===== src/rtl/turn_scheduler.sv =====
// Turn scheduler for a keypad board game: players press a tile key, the compare
// datapath checks it against the next track tile, and a match advances the player.
module turn_scheduler_pos #(
    parameter int TRACK_LEN = 24,
    parameter int START     = 0
) (
    input  logic [5:0] steps,
    output logic [4:0] pos
);
    logic [6:0] sum;

    // steps never exceeds TRACK_LEN, so a single conditional subtract is a full mod
    assign sum = 7'(START) + {1'b0, steps};
    assign pos = (sum >= 7'(TRACK_LEN)) ? 5'(sum - 7'(TRACK_LEN)) : sum[4:0];
endmodule

module turn_scheduler #(
    parameter int NUM_PLAYERS = 4,
    parameter int TRACK_LEN   = 24,
    parameter int KEY_TIMEOUT = 1000
) (
    input  logic       clk,
    input  logic       rst,
    input  logic       start,
    input  logic [3:0] key,
    input  logic       match_done,
    input  logic       match,
    output logic       tile_req,
    output logic [3:0] tile_sel,
    output logic [4:0] tgt_pos,
    output logic [1:0] cur_player,
    output logic [4:0] cur_pos,
    output logic       move,
    output logic       win,
    output logic [1:0] winner,
    output logic [2:0] state
);
    localparam int SEG = TRACK_LEN / NUM_PLAYERS;
    localparam int TW  = (KEY_TIMEOUT > 1) ? $clog2(KEY_TIMEOUT) : 1;
    localparam logic [TW-1:0] TMO_LAST = TW'(KEY_TIMEOUT - 1);

    typedef enum logic [2:0] {
        S_IDLE     = 3'd0,
        S_WAIT_KEY = 3'd1,
        S_REQ      = 3'd2,
        S_WAIT_RES = 3'd3,
        S_MOVE     = 3'd4,
        S_NEXT     = 3'd5,
        S_WIN      = 3'd6
    } state_t;

    state_t                           st, st_nx;
    logic [3:0]                       key_q, key_prev;
    logic [TW-1:0]                    tmo;
    logic [NUM_PLAYERS-1:0][5:0]      steps;
    logic [NUM_PLAYERS-1:0][4:0]      pos_all;
    logic [1:0]                       player;
    logic                             accept;
    logic                             last_step;

    genvar i;
    generate
        for (i = 0; i < NUM_PLAYERS; i++) begin : g_pos
            turn_scheduler_pos #(.TRACK_LEN(TRACK_LEN), .START(i * SEG)) u_pos (
                .steps(steps[i]),
                .pos  (pos_all[i])
            );
        end
    endgenerate

    // key is registered once; a press counts only on the f->non-f transition
    assign accept     = (key_q != 4'hf) && (key_prev == 4'hf);
    assign last_step  = (steps[player] == 6'(TRACK_LEN - 1));
    assign cur_player = player;
    assign cur_pos    = pos_all[player];
    assign tgt_pos    = (cur_pos == 5'(TRACK_LEN - 1)) ? 5'd0 : cur_pos + 5'd1;
    assign state      = st;

    always_comb begin
        st_nx = st;
        case (st)
            S_IDLE, S_WIN: if (start) st_nx = S_WAIT_KEY;
            S_WAIT_KEY: begin
                if (accept)               st_nx = S_REQ;
                else if (tmo == TMO_LAST) st_nx = S_NEXT;
            end
            S_REQ:      st_nx = S_WAIT_RES;
            S_WAIT_RES: if (match_done) st_nx = match ? S_MOVE : S_NEXT;
            S_MOVE:     st_nx = last_step ? S_WIN : S_WAIT_KEY;
            S_NEXT:     st_nx = S_WAIT_KEY;
            default:    st_nx = S_IDLE;
        endcase
    end

    always_ff @(posedge clk) begin
        if (rst) begin
            st       <= S_IDLE;
            player   <= 2'd0;
            steps    <= '0;
            tmo      <= '0;
            tile_sel <= 4'hf;
            tile_req <= 1'b0;
            move     <= 1'b0;
            win      <= 1'b0;
            winner   <= 2'd0;
            key_q    <= 4'hf;
            key_prev <= 4'hf;
        end else begin
            st       <= st_nx;
            key_q    <= key;
            key_prev <= key_q;
            // pulses are decoded from the next state so they line up with it
            tile_req <= (st_nx == S_REQ);
            move     <= (st_nx == S_MOVE);
            win      <= (st_nx == S_WIN);
            case (st)
                S_IDLE, S_WIN: begin
                    if (start) begin
                        steps  <= '0;
                        player <= 2'd0;
                        tmo    <= '0;
                    end
                end
                S_WAIT_KEY: begin
                    if (accept) begin
                        tile_sel <= key_q;
                        tmo      <= '0;
                    end else if (tmo != TMO_LAST) begin
                        tmo <= tmo + 1'b1;
                    end
                end
                S_MOVE: begin
                    steps[player] <= steps[player] + 6'd1;
                    tmo           <= '0;
                    if (last_step) winner <= player;
                end
                S_NEXT: begin
                    player <= (player == 2'(NUM_PLAYERS - 1)) ? 2'd0 : player + 2'd1;
                    tmo    <= '0;
                end
                default: ;
            endcase
        end
    end
endmodule


===== config.mk =====
export PLATFORM = sky130hd
export DESIGN_NAME = turn_scheduler
export DESIGN_NICKNAME = d
export VERILOG_FILES = /design/src/rtl/turn_scheduler.sv
export SDC_FILE = /design/constraint.sdc
export NUM_CORES = 1
export LEC_CHECK = 0
export CAP_MARGIN = 20
export CORE_MARGIN = 2
export CORE_UTILIZATION = 57
export CTS_CLUSTER_SIZE = 25
export DETAILED_ROUTE_END_ITERATION = 8
export PLACE_DENSITY = 0.8
export SLEW_MARGIN = 20
export SYNTH_ARGS = -nofsm -noshare
export SYNTH_HDL_FRONTEND = slang
export SYNTH_SLANG_ARGS = --single-unit

===== constraint.sdc =====
create_clock -name clk -period 4.3 [get_ports clk]
set_clock_uncertainty 0.2 [all_clocks]
set_input_delay 1.075 -clock clk [delete_from_list [all_inputs] [get_ports clk]]
set_output_delay 1.075 -clock clk [all_outputs]
set_load 0.02 [all_outputs]

==> results of run 1 <==
## kinds of logic after synthesis
family,synth area share (%)
simple gates,25.5
compound gates,20.3
flops,32.9
buf+inv,4.88
xor+xnor,4.11
fa+ha+maj,5.51
mux,6.87
## worst paths after layout
path / cells past startpoint / slack, ns / endpoint
max: 11 / 0.13 / tgt_pos[3]
min: 1 / 0.27 / tile_sel[0]
max reg2reg: 7 / 1.58 / tmo[7]
min reg2reg: 1 / 0.27 / tile_sel[0]
## what timing repair did
item                       4_1_cts  5_1_grt
hold buffers                     0        0
setup endpoints to repair        5        5
gates resized for setup         13       12
setup buffers                    1        1
## registers in the layout, indices dropped and copies added (netlist names)
| signal | count |
|---|---|
| tmo | 10 |
| state | 3 |
| cur_player | 2 |
| win | 1 |
| winner | 2 |
| steps | 24 |
| move | 1 |
| tile_sel | 4 |
| key_prev | 4 |
| key_q | 4 |
| tile_req | 1 |
## layout by cell type (no fill, tap or decap), types with 7 or more instances in the layout
master / count
dfxtp_1: 53
inv_1: 20
nand3_1: 8
ha_1: 13
nand2b_1: 7
o21ai_0: 22
or2_2: 10
nand2_1: 24
nor2_1: 56
a21oi_1: 23
buf_4: 17
and3_1: 9
a22oi_1: 16
xnor2_1: 7
xor2_1: 8
clkdlybuf4s50_1: 27
nand3b_1: 7
nor3_1: 10
## power by group through the flow
stage / logic (mW) / clock network, mW / registers [mW]
after floorplan: 0.0957 / 0 / 0.560
after global placement: 0.134 / 0 / 0.559
after detailed placement: 0.136 / 0 / 0.560
after CTS: 0.137 / 0.293 / 0.548
after global routing: 0.150 / 0.311 / 0.550
final: 0.137 / 0.290 / 0.547
## final cells by class
type / count / area (um2)
multi-input cells: 306 / 2150
inverters: 22 / 82.6
clock buffers: 5 / 68.8
flip-flops and latches: 56 / 1130
fillers: 515 / 1870
clock inverters: 3 / 21.3
repair buffers: 49 / 434
well taps: 75 / 93.8
## worst register-to-register path: stages (launching register included)
cell and delay (ns):
dfxtp_1 0.73, clkinv_1 0.44, ha_1 0.35, o211ai_1 0.29
a22oi_4 0.19, nand4_2 0.22, or3_1 0.13, a21oi_1 0.06
## through the flow
stage	hold slack, ns	power [mW]
after CTS	0.274	0.979
after floorplan	0.232	0.655
after detailed placement	0.249	0.697
after global routing	0.290	1.01
final	0.269	0.975
after global placement	0.244	0.693
## metal layers
metal,GRT usage (%),up-vias,share of wire [%]
met5,0,-,0
met4,7.29,0,1.7
met3,2.78,12,3.6
met2,49.3,93,52
met1,31.4,1490,43
li1,-,1530,-
==> flow_summary_export.csv, run 1 <==
group,metric,value,unit
outcome,status,"finished clean",
placement,port_buffers,32,
synthesis,synth_edf_count,0,
placement,placed_area,3850,um2
clock_tree,cts_buffers,5,
power_and_ir_drop,p_comb_share,14.1,%
synthesis,synth_nets,426,
final_layout,nNetsFinal,464,
worst_setup_path,path_buf_inv,2,
final_layout,fin_area,3990,um2
grt,grt_antenna_before_repair,0,
floorplan,dieArea,6610,um2
final_layout,layoutNonFillerInstCount,516,
clock_tree,clockBufferDepth,2,
final_layout,insertedDiodeCount,0,
worst_setup_path,setup.worst_path.class,"reg -> out",
placement,dp_hpwl,6210,um
hold_path,min_from,"tile_sel[0]",
power_and_ir_drop,leakagePower,1.58,nW
clock_tree,cts_tree,"done",
route,drc_errors,0,
floorplan,io_pins,33,
sta,max_freq,240,MHz
route,drt_iter0_drc,180,
placement,dp_cells,506,
route,vias_per_cell,6.06,
floorplan,core_area,5850,um2
synthesis,syn_area,3410,um2
synthesis,avgSynthCellArea,8.48,um2
final_layout,drive_above_1_share,16.1,%
sta,worst_pin_slew,0.631,ns
hold_path,hp-class,"reg -> reg",
floorplan,die_y,81.3,um
power_and_ir_drop,ir_drop,0.191,mV
grt,first_global_vias,2926,
floorplan,row_count,28,
synthesis,synth.ff_latch_count,56,
sta,finalHoldViolations,0,
final_layout,fin_util,68.1,%
clock_tree,clk_pin_slew,0.10,ns
worst_setup_path,startpoint,"steps[7]",
sta,max_slew_margin,57.3,%
synthesis,synth_flop_cell,"dfxtp_1",
route,dr.pass1.iters,5,
route,wl,8440,um
worst_setup_path,cp.required,3.02,ns
synthesis,netlist.area_leader.share,32.9,%
grt,overflow,0,
sta,rsz0062_at_grt,"no",
worst_setup_path,worstPathMaxFanout,5,
clock_tree,h-tree-depth,2,
clock_tree,cts_root_buffer,"clkbuf_8",
sta,period_needed,4.17,ns
synthesis,synth_commonest_cells,"dfxtp_1, nor2_1, nand2_1",
placement,dp_slack,-0.0794,ns
power_and_ir_drop,switchingPower,268,uW
power_and_ir_drop,powerDensity,245,nW/um2
worst_setup_path,critPathSlowestCell,"or4_1",
synthesis,yosysSeqAreaShare,32.9,%
floorplan,die_w,81.3,um
power_and_ir_drop,sequentialPowerShare,56.1,%
sta,fin_tns_setup,0,ns
grt,grt_pass1_wl,13400,um
worst_setup_path,worstSetupEndpointType,"primary output",
placement,gp_congestion,0.866,
sta,setup_viol,0,
sta,timing.final.crit_share,96.9,%
route,vias,3125,
worst_setup_path,critical-path-max-stage-delay,0.57,ns
synthesis,yosysUniqueCellTypes,63,
grt,grt_util_all_layers,26.2,%
synthesis,syn-instance-count,402,
power_and_ir_drop,clock_power_share,29.8,%
worst_setup_path,crit_path_start_kind,"register",
route,antenna_left,0,
worst_setup_path,crit_path_cell_trace,"inv_1, ha_2, xnor2_2, ha_2, nor2_1, mux2_2, and3b_1, or4_1, o2111ai_1, mux2i_1, clkbuf_2",
synthesis,synthArstFlopShare,0,%
synthesis,synthTopCellsByArea,"dfxtp_1, nor2_1, ha_1",
clock_tree,clock_latency,0.31,ns
power_and_ir_drop,p_int,707,uW
sta,fin_ws,0.134,ns
synthesis,ys_warn_count,0,
worst_setup_path,path_delay_family,"simple AND/OR/NAND/NOR gates",
grt,grt_max_degree,42,
floorplan,start_util,58.2,%
worst_setup_path,r2r_start,"state[1]",
sta,slew_viol_final,0,
route,avgRoutedWirePerCell,16.4,um
clock_tree,cts_sinks,56,
power_and_ir_drop,swShare,27.5,%
final_layout,area_growth,17.0,%
run,maxCapViolations,0,
worst_setup_path,cp_common_cell,"ha_2",
worst_setup_path,cp.arrival,2.89,ns
synthesis,yosys.area.top_type,"dfxtp_1",
No activity file was read; power rests on OpenSTA's default activity.
==> inputs of run 2 (changes only) <==
--- a/config.mk
+++ b/config.mk
@@ -5,7 +5,6 @@
 export SDC_FILE = /design/constraint.sdc
 export NUM_CORES = 1
 export LEC_CHECK = 0
-export CAP_MARGIN = 20
 export CORE_MARGIN = 2
 export CORE_UTILIZATION = 57
 export CTS_CLUSTER_SIZE = 25
==> results of run 2 <==
The final DEF is identical to that of run 1; final timing and power are the same.
==> inputs of run 3 (changes only) <==
--- a/config.mk
+++ b/config.mk
@@ -10,6 +10,7 @@
 export CTS_CLUSTER_SIZE = 25
 export DETAILED_ROUTE_END_ITERATION = 8
 export PLACE_DENSITY = 0.8
+export RECOVER_POWER = 25
 export SLEW_MARGIN = 20
 export SYNTH_ARGS = -nofsm -noshare
 export SYNTH_HDL_FRONTEND = slang
==> flow_summary_export.csv, run 3 (synthesis results as in run 1) <==
group,metric,value,unit
power_and_ir_drop,powerDensity,245,nW/um2
final_layout,nNetsFinal,464,
grt,grtUsageMet1,31.4,%
route,vias_per_cell,6.07,
floorplan,die_w,81.3,um
route,antenna_left,0,
clock_tree,cts_root_buffer,"clkbuf_8",
final_layout,fin_util,68.0,%
sta,period_needed,4.17,ns
final_layout,insertedDiodeCount,0,
grt,use_met3,2.78,%
grt,grt_busiest_layer,"met2",
route,drc_errors,0,
route,drt_iter0_drc,181,
clock_tree,clock_latency,0.31,ns
route,dr.pass1.iters,5,
placement,dp_hpwl,6210,um
worst_setup_path,startpoint,"steps[7]",
sta,max_freq,240,MHz
worst_setup_path,critical-path-max-stage-delay,0.57,ns
run,maxCapViolations,1,
final_layout,layout_common_cells,"nor2_1, dfxtp_1, nand2_1",
floorplan,dieArea,6610,um2
outcome,status,"finished, violations left",
clock_tree,clockBufferDepth,2,
sta,max_slew_margin,-5.98,%
clock_tree,cts_buffers,5,
floorplan,start_util,58.2,%
grt,grt_util_met2,49.3,%
grt,grt_util_all_layers,26.2,%
final_layout,seqCellArea,1130,um2
worst_setup_path,crit_path_cell_trace,"inv_1, ha_2, xnor2_2, ha_2, nor2_1, mux2_2, and3b_1, or4_1, o2111ai_1, mux2i_1, clkbuf_2",
worst_setup_path,crit_path_start_kind,"register",
final_layout,final_common_cell,"nor2_1",
final_layout,fillers,515,
worst_setup_path,critPathSlowestCell,"or4_1",
sta,setup_viol,0,
worst_setup_path,worstSetupEndpointType,"primary output",
worst_setup_path,cp_common_cell,"ha_2",
clock_tree,hold_buffers,0,
outcome,violations,"max-capacitance violations, max-slew violations",
sta,slew_viol_final,42,
clock_tree,clk_pin_slew,0.10,ns
sta,rsz0062_at_grt,"no",
worst_setup_path,cp.required,3.02,ns
route,avgRoutedWirePerCell,16.3,um
grt,grt_pass1_wl,13400,um
clock_tree,cts_tree,"done",
final_layout,reg.largest.list,"steps (24), tmo (10)",
power_and_ir_drop,leakagePower,1.58,nW
floorplan,io_pins,33,
route,wl,8430,um
final_layout,area_growth,16.9,%
grt,overflow,0,
sta,hold_ws,0.269,ns
final_layout,drive_above_1_share,15.9,%
final_layout,top_register,"steps",
hold_path,hp-class,"reg -> reg",
final_layout,multi_input_area,2150,um2
grt,grt_max_degree,42,
sta,timing.final.crit_share,96.9,%
grt,first_global_vias,2926,
final_layout,largest_register_ffs,24,
power_and_ir_drop,ir_drop,0.191,mV
worst_setup_path,worstPathMaxFanout,5,
worst_setup_path,setup.worst_path.class,"reg -> out",
clock_tree,cts_sinks,56,
sta,finalHoldViolations,0,
sta,fin_tns_setup,0,ns
grt,grt_antenna_before_repair,0,
sta,worst_pin_slew,1.59,ns
floorplan,die_y,81.3,um
worst_setup_path,path_delay_family,"simple AND/OR/NAND/NOR gates",
floorplan,row_count,28,
hold_path,min_from,"tile_sel[0]",
placement,port_buffers,32,
worst_setup_path,r2r_start,"state[1]",
floorplan,core_area,5850,um2
worst_setup_path,cp.arrival,2.89,ns
route,vias,3134,
placement,gp_congestion,0.866,
clock_tree,h-tree-depth,2,
worst_setup_path,path_buf_inv,2,
## run 3: cell count changes in the layout (fill, tap and decap cells not counted), sizes merged
cell / before / now
dlygate4sd3: 0 / 5
clkdlybuf4s50: 27 / 22
clkbuf: 8 / 9
buf: 17 / 16
## run 3: power breakdown
group / internal (mW) / switching [mW]
Sequential: 0.530 / 0.0169
Combinational: 0.0595 / 0.0769
Clock: 0.116 / 0.174
Total: 0.706 / 0.268
## run 3: repair_timing
item | in CTS | in global routing
gates resized for setup | 13 | 12
buffers inserted | 1 | 1
setup endpoints to repair | 5 | 5
## run 3: final cells by class
cell class | count | share of cell area [%]
flip-flops and latches | 56 | 28.4
inverters | 22 | 2.07
repair buffers | 49 | 10.8
well taps | 75 | 2.36
multi-input cells | 306 | 54.1
clock buffers | 5 | 1.73
clock inverters | 3 | 0.534
## run 3: metal layers
metal	vias up	share of wire, %
li1	1529	-
met1	1479	43
met2	110	52
met3	16	3.8
met4	0	1.8
met5	-	0
## run 3: worst reg2reg max path, delay by kind of cell, from the launching register on
family                     cells  cell delay [ns]
DFF                            1             0.73
AOI/OAI and AO/OA              3             0.54
buffers and inverters          1             0.44
adders and majority gates      1             0.35
and+or+nand+nor                2             0.35
## run 3: worst paths after layout
kind / slack (ns) / cells past startpoint / to
worst max-delay path: 0.13 / 11 / tgt_pos[3]
worst min-delay path: 0.27 / 1 / tile_sel[0]
worst max register to register: 1.58 / 7 / tmo[7]
worst min register to register: 0.27 / 1 / tile_sel[0]
## run 3: stage by stage
stage | total power, mW | worst slack, ns | std cells | cell area (um2)
final | 0.974 | 0.134 | 516 | 3980
after global routing | 1.01 | 0.00199 | 516 | 3980
after CTS | 0.979 | 0.00859 | 515 | 3980
after detailed placement | 0.697 | -0.0794 | 506 | 3850
after global placement | 0.693 | 0.0870 | 506 | 3850
after floorplan | 0.655 | 0.391 | 402 | 3410
